[config.mk]
export PLATFORM = sky130hd
export DESIGN_NAME = ps_width_gearbox
export DESIGN_NICKNAME = d
export VERILOG_FILES = /design/src/rtl/ps_width_gearbox.sv
export SDC_FILE = /design/constraint.sdc
export NUM_CORES = 1
export LEC_CHECK = 0
export CAP_MARGIN = 0
export CORE_ASPECT_RATIO = 0.75
export CORE_MARGIN = 3
export CORE_UTILIZATION = 51
export DETAILED_ROUTE_END_ITERATION = 8
export GPL_TIMING_DRIVEN = 0
export PLACE_DENSITY_LB_ADDON = 0.1
export SETUP_SLACK_MARGIN = 0.4
export SYNTH_ARGS = -nofsm -noshare
export SYNTH_HDL_FRONTEND = slang
export SYNTH_SLANG_ARGS = --single-unit
[constraint.sdc]
create_clock -name clk -period 4.1 [get_ports clk]
set_input_delay 0.615 -clock clk [delete_from_list [all_inputs] [get_ports clk]]
set_output_delay 0.615 -clock clk [all_outputs]
set_load 0.01 [all_outputs]
[src/rtl/ps_width_gearbox.sv]
`default_nettype none
// ============================================================================
// Module      : ps_width_gearbox
// Description : Packet-preserving word-width gearbox. Converts IWORDS-word
//               input beats into OWORDS-word output beats through a small
//               word buffer. Packets never merge or split.
// Revision    : 1.0 - initial release
// ============================================================================
module ps_width_gearbox #(
  parameter int WIDTH  = 8,
  parameter int IWORDS = 4,
  parameter int OWORDS = 3,
  localparam int IMW   = (IWORDS > 1) ? $clog2(IWORDS) : 1,
  localparam int OMW   = (OWORDS > 1) ? $clog2(OWORDS) : 1
) (
  input  logic                     clk,
  input  logic                     reset,
  input  logic [IWORDS*WIDTH-1:0]  i_dat,
  input  logic [IMW-1:0]           i_mty,
  input  logic                     i_val,
  input  logic                     i_eop,
  output logic                     i_rdy,
  output logic [OWORDS*WIDTH-1:0]  o_dat,
  output logic [OMW-1:0]           o_mty,
  output logic                     o_val,
  output logic                     o_eop,
  input  logic                     o_rdy
);

  localparam int c_B  = IWORDS + OWORDS;
  localparam int c_CW = $clog2(c_B + 1);
  localparam logic [c_CW-1:0] c_OW = c_CW'(OWORDS);

  // Buffer is kept as one packed vector: word 0 (the head) in the LS bits.
  logic [c_B*WIDTH-1:0] r_buf;
  logic [c_CW-1:0]      r_cnt;
  logic                 r_eop_pend;

  logic                 w_push;
  logic                 w_pop;
  int                   w_pop_n;
  int                   w_rem;
  int                   w_push_n;
  logic [c_B*WIDTH-1:0] w_shift;
  logic [c_B*WIDTH-1:0] w_ins;
  logic [c_B*WIDTH-1:0] w_msk;
  logic [c_B*WIDTH-1:0] w_buf_nxt;
  logic [c_CW-1:0]      w_cnt_nxt;

  // Handshake and output flags come only from registered state (plus reset).
  assign i_rdy  = !reset && !r_eop_pend && (r_cnt <= c_OW);
  assign o_val  = (r_cnt >= c_OW) || (r_eop_pend && (r_cnt != '0));
  assign o_eop  = r_eop_pend && (r_cnt <= c_OW);
  assign o_mty  = o_eop ? OMW'(c_OW - r_cnt) : '0;
  assign o_dat  = r_buf[OWORDS*WIDTH-1:0];
  assign w_push = i_val && i_rdy;
  assign w_pop  = o_val && o_rdy;

  // Pop from the head, then append the accepted beat after the remaining words.
  always_comb begin
    w_pop_n  = 0;
    w_push_n = 0;
    if (w_pop) begin
      w_pop_n = (int'(r_cnt) < OWORDS) ? int'(r_cnt) : OWORDS;
    end
    w_rem = int'(r_cnt) - w_pop_n;
    if (w_push) begin
      w_push_n = IWORDS - (i_eop ? int'(i_mty) : 0);
    end
    w_shift   = r_buf >> (w_pop_n * WIDTH);
    w_ins     = {{(OWORDS*WIDTH){1'b0}}, i_dat} << (w_rem * WIDTH);
    w_msk     = {{(OWORDS*WIDTH){1'b0}}, {(IWORDS*WIDTH){1'b1}}} << (w_rem * WIDTH);
    w_buf_nxt = w_push ? ((w_shift & ~w_msk) | w_ins) : w_shift;
    w_cnt_nxt = c_CW'(w_rem + w_push_n);
  end

  // Word count and end-of-packet tracking; reset discards buffered words.
  always_ff @(posedge clk or posedge reset) begin
    if (reset) begin
      r_cnt      <= '0;
      r_eop_pend <= 1'b0;
    end else begin
      r_cnt <= w_cnt_nxt;
      if (w_pop && o_eop) begin
        r_eop_pend <= 1'b0;
      end else if (w_push && i_eop) begin
        r_eop_pend <= 1'b1;
      end
    end
  end

  // Data words need no reset: the count alone decides which words are live.
  always_ff @(posedge clk) begin
    r_buf <= w_buf_nxt;
  end

endmodule
`default_nettype wire

==> results.py, run 1 <==
metrics = {
    "status": {
        "outcome": "complete, no violations",
    },
    "layout": {
        "syn_to_final_growth_pct": 26.8,
        "nNetsFinal": 656,
        "n_antenna_cell": 0,
        "drive_above_1_share": 0.163,
    },
    "setup_path": {
        "rrSetupSlack_ps": 540,
        "critPathLaunchType": "flip-flop",
        "slowest_stage": "a2111oi_4",
        "critPathMaxFanout": 10,
        "r2r_end": "r_buf[15]$_DFF_P_",
        "worst_ep_arrival_time_ps": 3810,
        "cp_num_cells": 14,
        "max_stage_delay_ps": 750,
        "startpoint": "r_cnt[0]$_DFF_PP0_",
        "crit_path_end_kind": "flip-flop",
        "cp_num_buf_inv": 6,
        "worstPathRequired_ps": 4340,
        "cp-endpoint": "r_buf[15]$_DFF_P_",
        "cp_cell_sequence": "buf_2 -> o211ai_4 -> and2_1 -> buf_2 -> inv_2 -> buf_4 -> buf_6 -> ha_1 -> inv_1 -> fa_2 -> xor2_4 -> a2111oi_4 -> nand3_1 -> o31ai_1",
        "crit_path_frequent_cell": "buf_2",
        "r2r_cells": 14,
        "critPathTopFamily": "compound AO/OA/AOI/OAI gates",
        "rr_startpoint": "r_cnt[0]$_DFF_PP0_",
        "critical_path_class": "reg -> reg",
    },
    "floorplan": {
        "die_w_um": 114,
        "start_util": 0.545,
        "rows": 28,
        "fp.dieH_um": 86.9,
        "core_area_mm2": 0.00816,
        "ioPinCount": 68,
        "fp.dieArea_mm2": 0.00989,
    },
    "timing": {
        "hold_ws_ps": 555,
        "slew_viol_final": 0,
        "post-route-period-util": 0.869,
        "hold_violations": 0,
        "timing.fmax_mhz": 281,
        "fin_ws_ps": 539,
        "slew_headroom": 0.261,
        "finalCriticalPeriod_ps": 3560,
        "worst_slew_pin_slew_ps": 1100,
        "clock_skew_ps": 4.96,
        "rsz0062_at_grt": "no",
        "finalSetupViolCount": 0,
    },
    "yosys": {
        "ys_top_cells_by_area": "dfxtp_1 25%, a211oi_1 11%, and3_1 6.6%",
        "synth-seq-cells": 60,
        "synth-main-ff-cell": "dfxtp_1",
        "synth_seq_area_share": 0.275,
        "yosysMostFrequentCell": "a211oi_1",
        "synthArstFlopShare": 0.0667,
        "synth_common_cells": "64 x a211oi_1, 56 x dfxtp_1, 47 x and3_1, 33 x nand2_1, 30 x buf_4",
        "syn-num-nets": 576,
        "netlist_area_mm2": 0.00445,
        "ys_types": 50,
        "avgSynthCellArea_um2": 8.39,
        "netlist.area_leader.share": 0.252,
        "yosys_warnings": 0,
        "synth_cells": 530,
        "yosys.area.top_type": "dfxtp_1",
        "synth-edff-count": 0,
    },
    "global_route": {
        "antenna_found_initial": 0,
        "grt-ovfl-total": 0,
        "grt_max_degree": 12,
        "grt_usage": 0.341,
        "grt_pass1_wl_mm": 26.3,
        "grt_pass1_vias": 4709,
    },
    "detailed_routing": {
        "drc": 0,
        "drt-total-wl_mm": 16.8,
        "dr_total_vias": 5006,
        "via_per_inst": 6.95,
        "wl_per_cell_um": 23.4,
        "first_pass_iters": 7,
        "drtIter0Drc": 755,
        "drtAntennaViolNets": 0,
    },
    "power_and_ir_drop": {
        "power_density_mw_per_mm2": 1110,
        "leakage_nw": 2.17,
        "finalPower_w": 0.00626,
        "peakVddDrop_mv": 0.719,
    },
    "clock_network": {
        "clock-root-buffer": "clkbuf_16",
        "clock_sinks": 60,
        "numCtsBuffers": 9,
        "hold_buffers": 0,
        "cts_tree": "done",
        "h-tree-depth": 3,
        "cts.clk_slew.worst_paths_ps": 50,
        "cts_buffer_depth": 2,
        "clk_latency_ps": 330,
    },
    "hold_path": {
        "hold_start": "r_buf[55]$_DFF_P_",
        "hp-class": "reg -> reg",
    },
    "place": {
        "gp_congestion": 0.948,
        "dp_slack_ps": -676,
        "io_buffers": 67,
        "hpwlAfterDp_mm": 12.7,
    },
    "flow_run": {
        "maxCapViolations": 0,
    },
}
stage by stage:
stage	util	cells	TNS (ps)	cell area [um^2]
6_report	0.691	720	0	5640
2_1_floorplan	-	530	0	4450
3_5_place_dp	0.643	702	-22890	5250
3_3_place_gp	0.643	702	-18740	5250
5_1_grt	0.691	720	0	5640
4_1_cts	0.689	719	0	5620
metal layers:
metal	routed length [um]	GRT usage	vias up
li1	-	-	2222
met1	6920	0.467	2371
met2	7660	0.540	372
met3	1720	0.0611	41
met4	531	0.133	0
met5	0	0	-
sequential cells by signal, summed over array words and instances, names as in the netlist:
name and count:
r_buf 56, r_cnt 3, r_eop_pend 1
report_power, final:
| group | switching, W | internal, W |
|---|---|---|
| Combinational | 0.00261 | 0.00181 |
| Sequential | 0.000241 | 0.000864 |
| Clock | 0.000268 | 0.000458 |
cells by family after synthesis:
group / after synthesis / share of synthesized area
muxes: 33 / 0.0765
xor gates and xnor gates: 7 / 0.0155
DFF: 60 / 0.275
other: 1 / 0.000843
AOI/OAI and AO/OA: 186 / 0.316
buffers and inverters: 82 / 0.101
and+or+nand+nor: 153 / 0.190
adders and majority gates: 8 / 0.0253
worst min-delay path by stage:
| stage | endpoint | cells past startpoint |
|---|---|---|
| 3_5_place_dp | r_buf[55]$_DFF_P_ | 2 |
| 4_1_cts | r_buf[55]$_DFF_P_ | 2 |
| 5_1_grt | r_buf[55]$_DFF_P_ | 2 |
| 6_report | r_buf[55]$_DFF_P_ | 2 |
| 2_1_floorplan | r_cnt[0]$_DFF_PP0_ | 1 |
| 3_3_place_gp | r_buf[49]$_DFF_P_ | 2 |
cell type report:
cell class,count,area (um^2)
buffer,74,462
clock buffer,15,278
timing repair buffer,69,681
multi-input combinational,388,2830
tap,105,131
clock inverter,1,5.00
sequential,60,1220
inverter,8,30.0
fill,707,2520
worst min-delay path: cells and delay by family, from the launching register on:
family,cells,cell delay [ps]
compound gates,2,170
flops,1,330
cells in the final DEF, fill, tap and decap left out, types with 2 or more instances in the layout:
master,n
clkbuf_4,2
inv_1,5
nand3_1,18
o22ai_1,16
a211oi_1,64
o211ai_1,24
dfrtp_1,2
o31ai_1,23
a21oi_1,16
mux2i_1,25
dfrtp_2,2
xnor2_2,2
o2bb2ai_1,8
inv_2,3
or4_1,7
nor2_1,7
a222oi_1,8
nand2b_1,10
xnor2_1,4
a31oi_1,8
ha_1,5
o21ai_2,2
clkbuf_2,3
mux2_2,8
and3_1,47
clkdlybuf4s50_1,66
buf_2,13
o32ai_1,8
clkbuf_16,9
nor3_1,19
clkbuf_8,3
and2_1,3
clkbuf_1,22
buf_6,4
nor2b_1,2
nand2_1,33
buf_4,36
dfxtp_1,56
what timing repair did:
action / 4_1_cts / 5_1_grt
endpoints found under the setup margin: 57 / 53
gates cloned: 0 / 0
buffers inserted: 1 / 1
pin swaps: 1 / 1
gates resized for setup: 25 / 12
Power figures use the tool's default switching activity.
==> inputs of run 2 (changes only) <==
--- a/config.mk
+++ b/config.mk
@@ -14,4 +14,5 @@
 export PLACE_DENSITY_LB_ADDON = 0.1
 export SETUP_SLACK_MARGIN = 0.4
+export SKIP_LAST_GASP = 1
 export SYNTH_ARGS = -nofsm -noshare
 export SYNTH_HDL_FRONTEND = slang
==> constraint.sdc (replaced) <==
create_clock -name clk -period 4.1 [get_ports clk]
set_input_delay 0.615 -clock clk [delete_from_list [all_inputs] [get_ports clk]]
set_output_delay 0.615 -clock clk [all_outputs]
set_load 0.05 [all_outputs]
==> results of run 2 <==
The final DEF is identical to that of run 1. Status: complete, no violations.
Power of run 2 is not shown: default switching activity piles up to over one toggle a cycle in this logic, so the estimate is an artifact.
==> inputs of run 3 (changes only) <==
Settings changed: CTS_CLUSTER_DIAMETER set to 60.
==> results of run 3 <==
The final DEF is identical to that of run 1. Status: complete, no violations.
Power of run 3 is left out for the same reason.
